$ cat src/rtl/mem_pkg.sv
// Shared widths and arbiter state encoding for the cache/memory block interface.
package mem_pkg;
    localparam int C_BLOCK_SIZE = 2;
    localparam int C_LINE_SIZE  = 64;
    localparam int ADDRESS_SIZE = 32;
    localparam int BLK_W        = (2**C_BLOCK_SIZE) * C_LINE_SIZE;
    localparam int BADDR_W      = ADDRESS_SIZE - C_BLOCK_SIZE - 2;

    typedef enum logic [1:0] {
        IDLE  = 2'd0,
        OWN0  = 2'd1,
        OWN1  = 2'd2,
        DRAIN = 2'd3
    } arb_state_t;
endpackage

$ cat src/rtl/rr_picker.sv
// Two-request round-robin pick, purely combinational; rr breaks ties.
// No state and no backpressure; the caller decides when to take the grant.
module rr_picker (
    input  logic req0,
    input  logic req1,
    input  logic rr,
    output logic gnt_vld,
    output logic gnt
);
    assign gnt_vld = req0 | req1;
    assign gnt     = (req0 & req1) ? rr : req1;
endmodule

$ cat src/rtl/mem_arbiter.sv
// Shares one block memory between two caches; grant registered one edge after request, done/busywait combinational.
// Non-owners are held in busywait; a writeback followed by its refill read stays with the same owner.
module mem_arbiter
    import mem_pkg::*;
#(
    parameter  int c_block_size = C_BLOCK_SIZE,
    parameter  int c_line_size  = C_LINE_SIZE,
    parameter  int address_size = ADDRESS_SIZE,
    localparam int blk_w        = (2**c_block_size) * c_line_size,
    localparam int baddr_w      = address_size - c_block_size - 2
) (
    input  logic               clk_i,
    input  logic               reset_i,
    input  logic               r0_read_i,
    input  logic               r1_read_i,
    input  logic               r0_wr_i,
    input  logic               r1_wr_i,
    input  logic [baddr_w-1:0] r0_address_i,
    input  logic [baddr_w-1:0] r1_address_i,
    input  logic [blk_w-1:0]   r0_write_data_i,
    input  logic [blk_w-1:0]   r1_write_data_i,
    output logic               r0_busywait_o,
    output logic               r1_busywait_o,
    output logic [blk_w-1:0]   r0_read_data_o,
    output logic [blk_w-1:0]   r1_read_data_o,
    output logic               r0_read_done_o,
    output logic               r1_read_done_o,
    output logic               r0_write_done_o,
    output logic               r1_write_done_o,
    output logic               m_read_o,
    output logic               m_wr_o,
    output logic [baddr_w-1:0] m_address_o,
    output logic [blk_w-1:0]   m_write_data_o,
    input  logic               m_busywait_i,
    input  logic               m_read_done_i,
    input  logic               m_write_done_i,
    input  logic [blk_w-1:0]   m_read_data_i
);
    arb_state_t state;
    logic       rr;
    logic       lock;

    logic req0, req1;
    logic own0, own1;
    logic pick_vld, pick;
    logic cur_k, cur_req, cur_rd;
    logic done_any;

    assign req0     = r0_read_i | r0_wr_i;
    assign req1     = r1_read_i | r1_wr_i;
    assign own0     = (state == OWN0);
    assign own1     = (state == OWN1);
    assign cur_k    = own1;
    assign cur_req  = own1 ? req1 : req0;
    assign cur_rd   = own1 ? r1_read_i : r0_read_i;
    assign done_any = m_read_done_i | m_write_done_i;

    rr_picker u_pick (
        .req0    (req0),
        .req1    (req1),
        .rr      (rr),
        .gnt_vld (pick_vld),
        .gnt     (pick)
    );

    // Mirror the owner only while it still requests; a dropped request zeroes the port at once.
    always_comb begin
        m_read_o       = 1'b0;
        m_wr_o         = 1'b0;
        m_address_o    = '0;
        m_write_data_o = '0;
        if (own0 && req0) begin
            m_wr_o         = r0_wr_i;
            m_read_o       = r0_read_i & ~r0_wr_i;
            m_address_o    = r0_address_i;
            m_write_data_o = r0_write_data_i;
        end else if (own1 && req1) begin
            m_wr_o         = r1_wr_i;
            m_read_o       = r1_read_i & ~r1_wr_i;
            m_address_o    = r1_address_i;
            m_write_data_o = r1_write_data_i;
        end
    end

    assign r0_read_done_o  = own0 & m_read_done_i;
    assign r1_read_done_o  = own1 & m_read_done_i;
    assign r0_write_done_o = own0 & m_write_done_i;
    assign r1_write_done_o = own1 & m_write_done_i;
    assign r0_busywait_o   = req0 & ~(own0 & done_any);
    assign r1_busywait_o   = req1 & ~(own1 & done_any);
    assign r0_read_data_o  = m_read_data_i;
    assign r1_read_data_o  = m_read_data_i;

    always_ff @(posedge clk_i) begin
        if (reset_i) begin
            state <= IDLE;
            rr    <= 1'b0;
            lock  <= 1'b0;
        end else begin
            case (state)
                IDLE: begin
                    lock <= 1'b0;
                    if (pick_vld) state <= pick ? OWN1 : OWN0;
                end
                OWN0, OWN1: begin
                    if (m_read_done_i) begin
                        state <= IDLE;
                        rr    <= ~cur_k;
                        lock  <= 1'b0;
                    end else if (m_write_done_i) begin
                        lock <= 1'b1;
                    end else if (lock) begin
                        // Only an immediate refill read keeps the grant after a writeback.
                        lock <= 1'b0;
                        if (!cur_rd) begin
                            state <= IDLE;
                            rr    <= ~cur_k;
                        end
                    end else if (!cur_req) begin
                        state <= m_busywait_i ? DRAIN : IDLE;
                    end
                end
                DRAIN: begin
                    if (!m_busywait_i) state <= IDLE;
                end
                default: state <= IDLE;
            endcase
        end
    end
endmodule

$ cat config.mk
export PLATFORM = sky130hd
export DESIGN_NAME = mem_arbiter
export DESIGN_NICKNAME = d
export VERILOG_FILES = /design/src/rtl/mem_pkg.sv /design/src/rtl/rr_picker.sv /design/src/rtl/mem_arbiter.sv
export SDC_FILE = /design/constraint.sdc
export NUM_CORES = 1
export LEC_CHECK = 0
export BUFFER_PORTS_ARGS = -buffer_cell sky130_fd_sc_hd__buf_4
export CORE_AREA = 2 2 645 647
export CTS_CLUSTER_DIAMETER = 60
export DETAILED_ROUTE_END_ITERATION = 8
export DIE_AREA = 0 0 647 649
export HOLD_SLACK_MARGIN = 0.05
export PLACE_DENSITY = 0.3
export SKIP_LAST_GASP = 1
export SYNTH_ARGS = -nofsm -noshare
export SYNTH_HDL_FRONTEND = slang
export SYNTH_HIERARCHICAL = 1
export SYNTH_SLANG_ARGS = --single-unit
$ cat constraint.sdc
create_clock -name clk_i -period 3.4 [get_ports clk_i]
set_input_delay 0.34 -clock clk_i [delete_from_list [all_inputs] [get_ports clk_i]]
set_output_delay 0.34 -clock clk_i [all_outputs]
set_load 0.05 [all_outputs]
==> flow_summary_export.csv, run 1 <==
group,metric,value,unit
timing,final.setup.worst_slack,0.239,ns
floorplan,start_util,1.71,%
route,wl,289,mm
placement,place_congestion,1.05,
critical_path,path_buf_inv,4,
timing,rsz0062_at_grt,"false",
timing,timing.fmax,316,MHz
floorplan,core_area,0.413,mm²
synthesis,yosys.cell_types.count,29,
critical_path,startpoint,"state[1]",
critical_path,critPathRequiredTime,3.06,ns
synthesis,syn-num-nets,1757,
floorplan,die_x,647,µm
final_layout,area_growth,138,%
critical_path,path_delay_family,"buffers and inverters",
route,wl_per_cell,42.6,µm
clock_tree,htree_num_levels,1,
critical_path,start_kind,"register",
placement,dp_hpwl,279,mm
synthesis,yosysWarnings,6,
synthesis,syn_area,0.00706,mm²
pwr,power.leakage,0.00564,µW
route,drtIter0Drc,909,
floorplan,top_level_ports,1637,
final_layout,drive_above_1_share,72.7,%
synthesis,ys_seq_area_share,1.13,%
hold_path,worstHoldPathCells,2,
synthesis,yosys.area_share.simple,2.05,%
floorplan,die_y,649,µm
pwr,p_per_area,689,mW/mm²
critical_path,setup.worst_path.end,"m_write_data_o[77]",
critical_path,cpPeakStageDelay,0.55,ns
final_layout,utilization,4.08,%
route,ant_nets,0,
route,vias,10800,
placement,dpl_worst_slack,0.452,ns
clock_tree,root_buffer,"clkbuf_16",
synthesis,syn_avg_cell_area,7.69,µm²
timing,setup_viol,0,
pwr,power.internal,3090,µW
clock_tree,clk_path_buf_depth,2,
critical_path,critPathMaxFanout,85,
route,drc_errors,0,
final_layout,layout.nets,2076,
global_route,grt_pass1_wl,312,mm
synthesis,muxShareOfSynthArea,0.585,%
clock_tree,numClockSinks,4,
global_route,antenna_found_initial,314,
critical_path,cp_common_cell,"buf_12",
critical_path,worstSetupPathType,"reg -> out",
run,maxCapViolCount,0,
timing,finalClockSkew,0.00199,ns
clock_tree,clk_latency,0.23,ns
global_route,grt_overflow_total,0,
pwr,seqPwrFrac,0.7,%
global_route,grt_max_degree,86,
critical_path,rr_startpoint,"state[0]",
critical_path,worstReg2RegEnd,"state[1]",
clock_tree,holdBufCountCts,0,
route,drt_pass1_iterations,7,
critical_path,arrival,2.82,ns
floorplan,num_rows,236,
critical_path,rrSetupSlack,1.46,ns
critical_path,crit_path_end_kind,"output port",
clock_tree,cts_buffers,3,
synthesis,synth_xor_area_share,0,%
hold_path,min_path_type,"in -> reg",
synthesis,synth_seq_cells,4,
placement,port_buffers,868,
clock_tree,cts_resized,0,
timing,worst_pin_slew,0.586,ns
timing,min_period,3.16,ns
synthesis,synthAdderAreaFrac,1.06,%
pwr,swShare,73.3,%
critical_path,critical_path_depth,7,
final_layout,final.fill_count,49100,
timing,max_slew_margin,61.0,%
global_route,track_usage,13.2,%
pwr,ir_drop,0.000281,V
clock_tree,cts_tree,"built",
route,via_per_inst,1.60,
clock_tree,clkSlewWorstSetupHoldPaths,0.03,ns
critical_path,crit_chain,"inv_1 > ha_1 > and2_4 > buf_12 > buf_12 > a22o_1 > buf_4",
critical_path,reg2regPathDepth,6,
hold_path,hold_path_startpoint,"reset_i",
timing,finalCritPeriodShare,93.0,%
synthesis,synth-compound-area-share,36.5,%
synthesis,netlist_instances,918,
floorplan,dieArea,0.420,mm²
pwr,p_comb_share,97.7,%
clock_tree,post_cts.repair.setup_buffers,0,
timing,slew_viol_final,0,
critical_path,critPathSlowestCell,"a22o_1",
timing,tns,0,ns
pwr,pwr-share-clk,1.6,%
pwr,power.switching,8500,µW
run_status,status,"finished, final reports clean",
timing,hold_viol,0,
synthesis,synth_top_family_by_area,"buffers and inverters",
global_route,grt_pass1_vias,9917,
[cell families (layout without fill, tap and decap cells)]
kind of cell,count (synthesis),count (layout)
and+or+nand+nor,25,25
AOI/OAI and AO/OA,297,297
muxes,4,4
DFF,4,4
other,0,68
adders and majority gates,6,6
buffers and inverters,582,899
[worst min-delay path by stage]
stage                 to
floorplan           lock
global placement    lock
detailed placement  lock
CTS                 lock
global route        lock
finish                rr
[routing by layer]
metal | track usage, % | wire length (µm) | vias to the layer above
met3 | 13.2 | 62700 | 673
met4 | 3.87 | 11200 | 184
met2 | 22.5 | 136000 | 1841
li1 | - | - | 3512
met5 | 0.412 | 1490 | -
met1 | 10.2 | 77100 | 4634
[final cells by class]
| class | count | area (µm²) | share of cell area [%] |
|---|---|---|---|
| clock buffers | 3 | 75.1 | 0.446 |
| well taps | 5474 | 6850 | 40.7 |
| multi-input cells | 332 | 2850 | 16.9 |
| flip-flops and latches | 4 | 80.1 | 0.476 |
| diodes | 68 | 170 | 1.01 |
| inverters | 7 | 26.3 | 0.156 |
| repair buffers | 889 | 6770 | 40.3 |
[Yosys cell counts, drive strengths merged]
master	number	area, µm²
o21a	1	7.51
clkbuf	32	120
o221ai	1	8.76
o21ai	3	15.0
a21boi	1	7.51
nor2b	1	6.26
or3b	1	8.76
a22o	284	2490
nor2	2	7.51
and2	6	37.5
buf	543	4000
nand3b	2	15.0
nor3b	2	20.0
inv	7	26.3
nor3	3	15.0
o221a	1	11.3
mux2i	3	30.0
a21oi	3	15.0
mux2	1	11.3
ha	6	75.1
a2111oi	2	17.5
or2	2	12.5
dfxtp	4	80.1
nand2	6	22.5
o31ai	1	7.51
[power groups by stage]
| stage | Clock, µW | Combinational (µW) | Sequential (µW) |
|---|---|---|---|
| 6_report | 184 | 11300 | 82.0 |
| 3_3_place_gp | 0 | 11800 | 80.9 |
| 2_1_floorplan | 0 | 7530 | 78.7 |
| 4_1_cts | 188 | 11800 | 81.7 |
| 5_1_grt | 192 | 11800 | 85.5 |
| 3_5_place_dp | 0 | 11800 | 82.4 |
[stage by stage]
stage	hold WS (ns)	cells	power [µW]	cell area, µm²
after global placement	0.457	6706	11900	16600
after CTS	0.325	6709	12100	16700
after detailed placement	0.467	6706	11900	16600
after floorplan	0.409	918	7600	7060
after global routing	0.334	6739	12000	16700
final	0.325	6777	11600	16800
[layout by cell type, fill, tap and decap left out, types with 2 or more instances in the layout]
master	count
buf_4	881
a22o_1	284
diode_2	68
buf_12	8
inv_1	7
nand2_1	6
ha_1	6
and2_1	5
dfxtp_1	4
nor3_1	3
o21ai_0	3
mux2i_1	3
a21oi_1	3
clkbuf_16	3
nor2_1	2
nand3b_1	2
a2111oi_0	2
[sequential cells by signal, summed over array words and instances (netlist names)]
register / flops
state: 2
rr: 1
lock: 1
Power figures use the tool's default switching activity.
==> inputs of run 2 (changes only) <==
ABC_CLOCK_PERIOD_IN_PS = 3400   (was unset)
CORE_AREA = 2 2 639 641   (was 2 2 645 647)
DIE_AREA = 0 0 641 643   (was 0 0 647 649)
==> run 2 against run 1 <==
- via count is 0.64% higher
- maximum frequency grew 1.7%
- first-iteration DRC count up 3.6%
- worst hold slack got worse by 0.0045 ns
- wire length is 4.0% higher
- die area decreased by 1.8%
- sequential share of layout area hardly changed
- power up 0.48%
- critical path depth unchanged
- global-route usage grew 0.79 points
- critical path type unchanged
- critical endpoint is now m_write_data_o[80]
- largest power group unchanged
==> flow_summary_export.csv, run 2 (same netlist as run 1, synthesis figures left out) <==
group,metric,value,unit
run_status,status,"finished, final reports clean",
hold_path,hold_path_startpoint,"reset_i",
floorplan,top_level_ports,1637,
final_layout,drive_above_1_share,72.6,%
timing,setup_viol,0,
clock_tree,clk_path_buf_depth,2,
critical_path,rr_startpoint,"state[1]",
final_layout,top_register,"state",
timing,rsz0062_at_grt,"false",
hold_path,hold_end,"lock",
pwr,ir_drop,0.000287,V
final_layout,area_growth,146,%
critical_path,critPathMaxFanout,59,
floorplan,core_area,0.405,mm²
timing,min_period,3.11,ns
pwr,power.switching,8110,µW
clock_tree,post_cts.repair.setup_buffers,0,
hold_path,worstHoldPathCells,2,
pwr,p_comb_share,97.7,%
floorplan,dieArea,0.412,mm²
route,ant_nets,0,
global_route,grt_pass1_vias,9855,
floorplan,die_x,641,µm
critical_path,critPathRequiredTime,3.06,ns
timing,slew_viol_final,0,
hold_path,min_path_type,"in -> reg",
critical_path,worstSetupPathType,"reg -> out",
route,wl_per_cell,44.6,µm
floorplan,start_util,1.74,%
timing,max_slew_margin,40.7,%
route,vias,10900,
pwr,pwr-share-clk,1.6,%
timing,worst_pin_slew,0.890,ns
critical_path,reg2regPathDepth,6,
route,drtIter0Drc,942,
timing,finalCritPeriodShare,91.4,%
critical_path,worstReg2RegEnd,"state[1]",
final_layout,layout.nets,2071,
run,maxCapViolCount,0,
critical_path,startpoint,"state[1]",
global_route,grt_pass1_wl,323,mm
clock_tree,htree_num_levels,1,
final_layout,largest_reg_flops,2,
route,wl,300,mm
floorplan,die_y,643,µm
timing,timing.fmax,322,MHz
timing,tns,0,ns
clock_tree,clkSlewWorstSetupHoldPaths,0.03,ns
critical_path,start_kind,"register",
pwr,power.leakage,0.00576,µW
floorplan,num_rows,234,
critical_path,arrival,2.77,ns
timing,hold_viol,0,
route,drt_pass1_iterations,7,
clock_tree,numClockSinks,4,
route,drc_errors,0,
pwr,seqPwrFrac,0.7,%
placement,dpl_worst_slack,0.543,ns
final_layout,top_regs,"state: 2 flops, lock: 1 flops, rr: 1 flops",
clock_tree,cts_buffers,3,
final_layout,final_cell_mix,"827 x buf_4, 284 x a22o_1, 57 x buf_12",
global_route,grt_overflow_total,0,
global_route,track_usage,14.0,%
final_layout,layout_commonest_cell,"buf_4",
placement,place_congestion,1.06,
pwr,swShare,69.6,%
timing,finalClockSkew,0.00215,ns
global_route,antenna_found_initial,326,
clock_tree,holdBufCountCts,0,
critical_path,crit_path_end_kind,"output port",
pwr,p_per_area,671,mW/mm²
critical_path,rrSetupSlack,1.40,ns
placement,port_buffers,868,
pwr,power.internal,3540,µW
clock_tree,clk_latency,0.23,ns
clock_tree,cts_tree,"built",
global_route,grt_max_degree,109,
placement,dp_hpwl,289,mm
route,via_per_inst,1.62,
timing,final.setup.worst_slack,0.291,ns
clock_tree,root_buffer,"clkbuf_16",
clock_tree,cts_resized,0,
run 2: metal layers:
| layer | wire (µm) | global-route usage (%) | part of all wire [%] |
|---|---|---|---|
| met1 | 75100 | 10.3 | 25 |
| met2 | 146000 | 24.4 | 49 |
| met3 | 66800 | 14.2 | 22 |
| met4 | 11000 | 4.09 | 3.7 |
| met5 | 1510 | 0.316 | 0.50 |
run 2: cell type report:
cell class              instances  area [µm²]
flip-flops and latches          4        80.1
well taps                    5428        6790
repair buffers                884        7350
diodes                         74         185
inverters                       7        26.3
clock buffers                   3        75.1
fillers                     48400      388000
multi-input cells             332        2850
run 2: worst max path at each step:
stage	endpoint	slack, ns	cells past startpoint
final	m_write_data_o[80]	0.29	7
after detailed placement	m_write_data_o[142]	0.54	9
after global placement	m_write_data_o[161]	0.57	10
after floorplan	m_wr_o	0.81	6
after CTS	m_write_data_o[142]	0.31	9
after global routing	m_write_data_o[142]	0.24	9
run 2: power by group through the flow:
stage	Clock (µW)	Combinational [µW]	Sequential, µW
after global placement	0	11800	81.4
after CTS	185	11800	83.0
final	183	11400	83.5
after detailed placement	0	11800	84.3
after floorplan	0	7530	78.7
after global routing	191	11800	86.8
run 2: stage by stage:
| stage | instances | power [µW] | area [µm²] | utilization [%] | hold WS (ns) |
|---|---|---|---|---|---|
| after floorplan | 918 | 7600 | 7060 | - | 0.409 |
| after global placement | 6655 | 11800 | 17100 | 4.22 | 0.453 |
| after detailed placement | 6655 | 11900 | 17100 | 4.22 | 0.459 |
| after CTS | 6658 | 12100 | 17200 | 4.24 | 0.319 |
| after global routing | 6692 | 12100 | 17300 | 4.26 | 0.322 |
| final | 6732 | 11700 | 17400 | 4.28 | 0.320 |
run 2: critical path: stages, from the launching register on:
cell and delay [ns]:
dfxtp_1 0.40, inv_1 0.11, ha_1 0.23, and2_4 0.22, nor3b_4 0.30, buf_12 0.26, a22o_1 0.44, buf_4 0.32
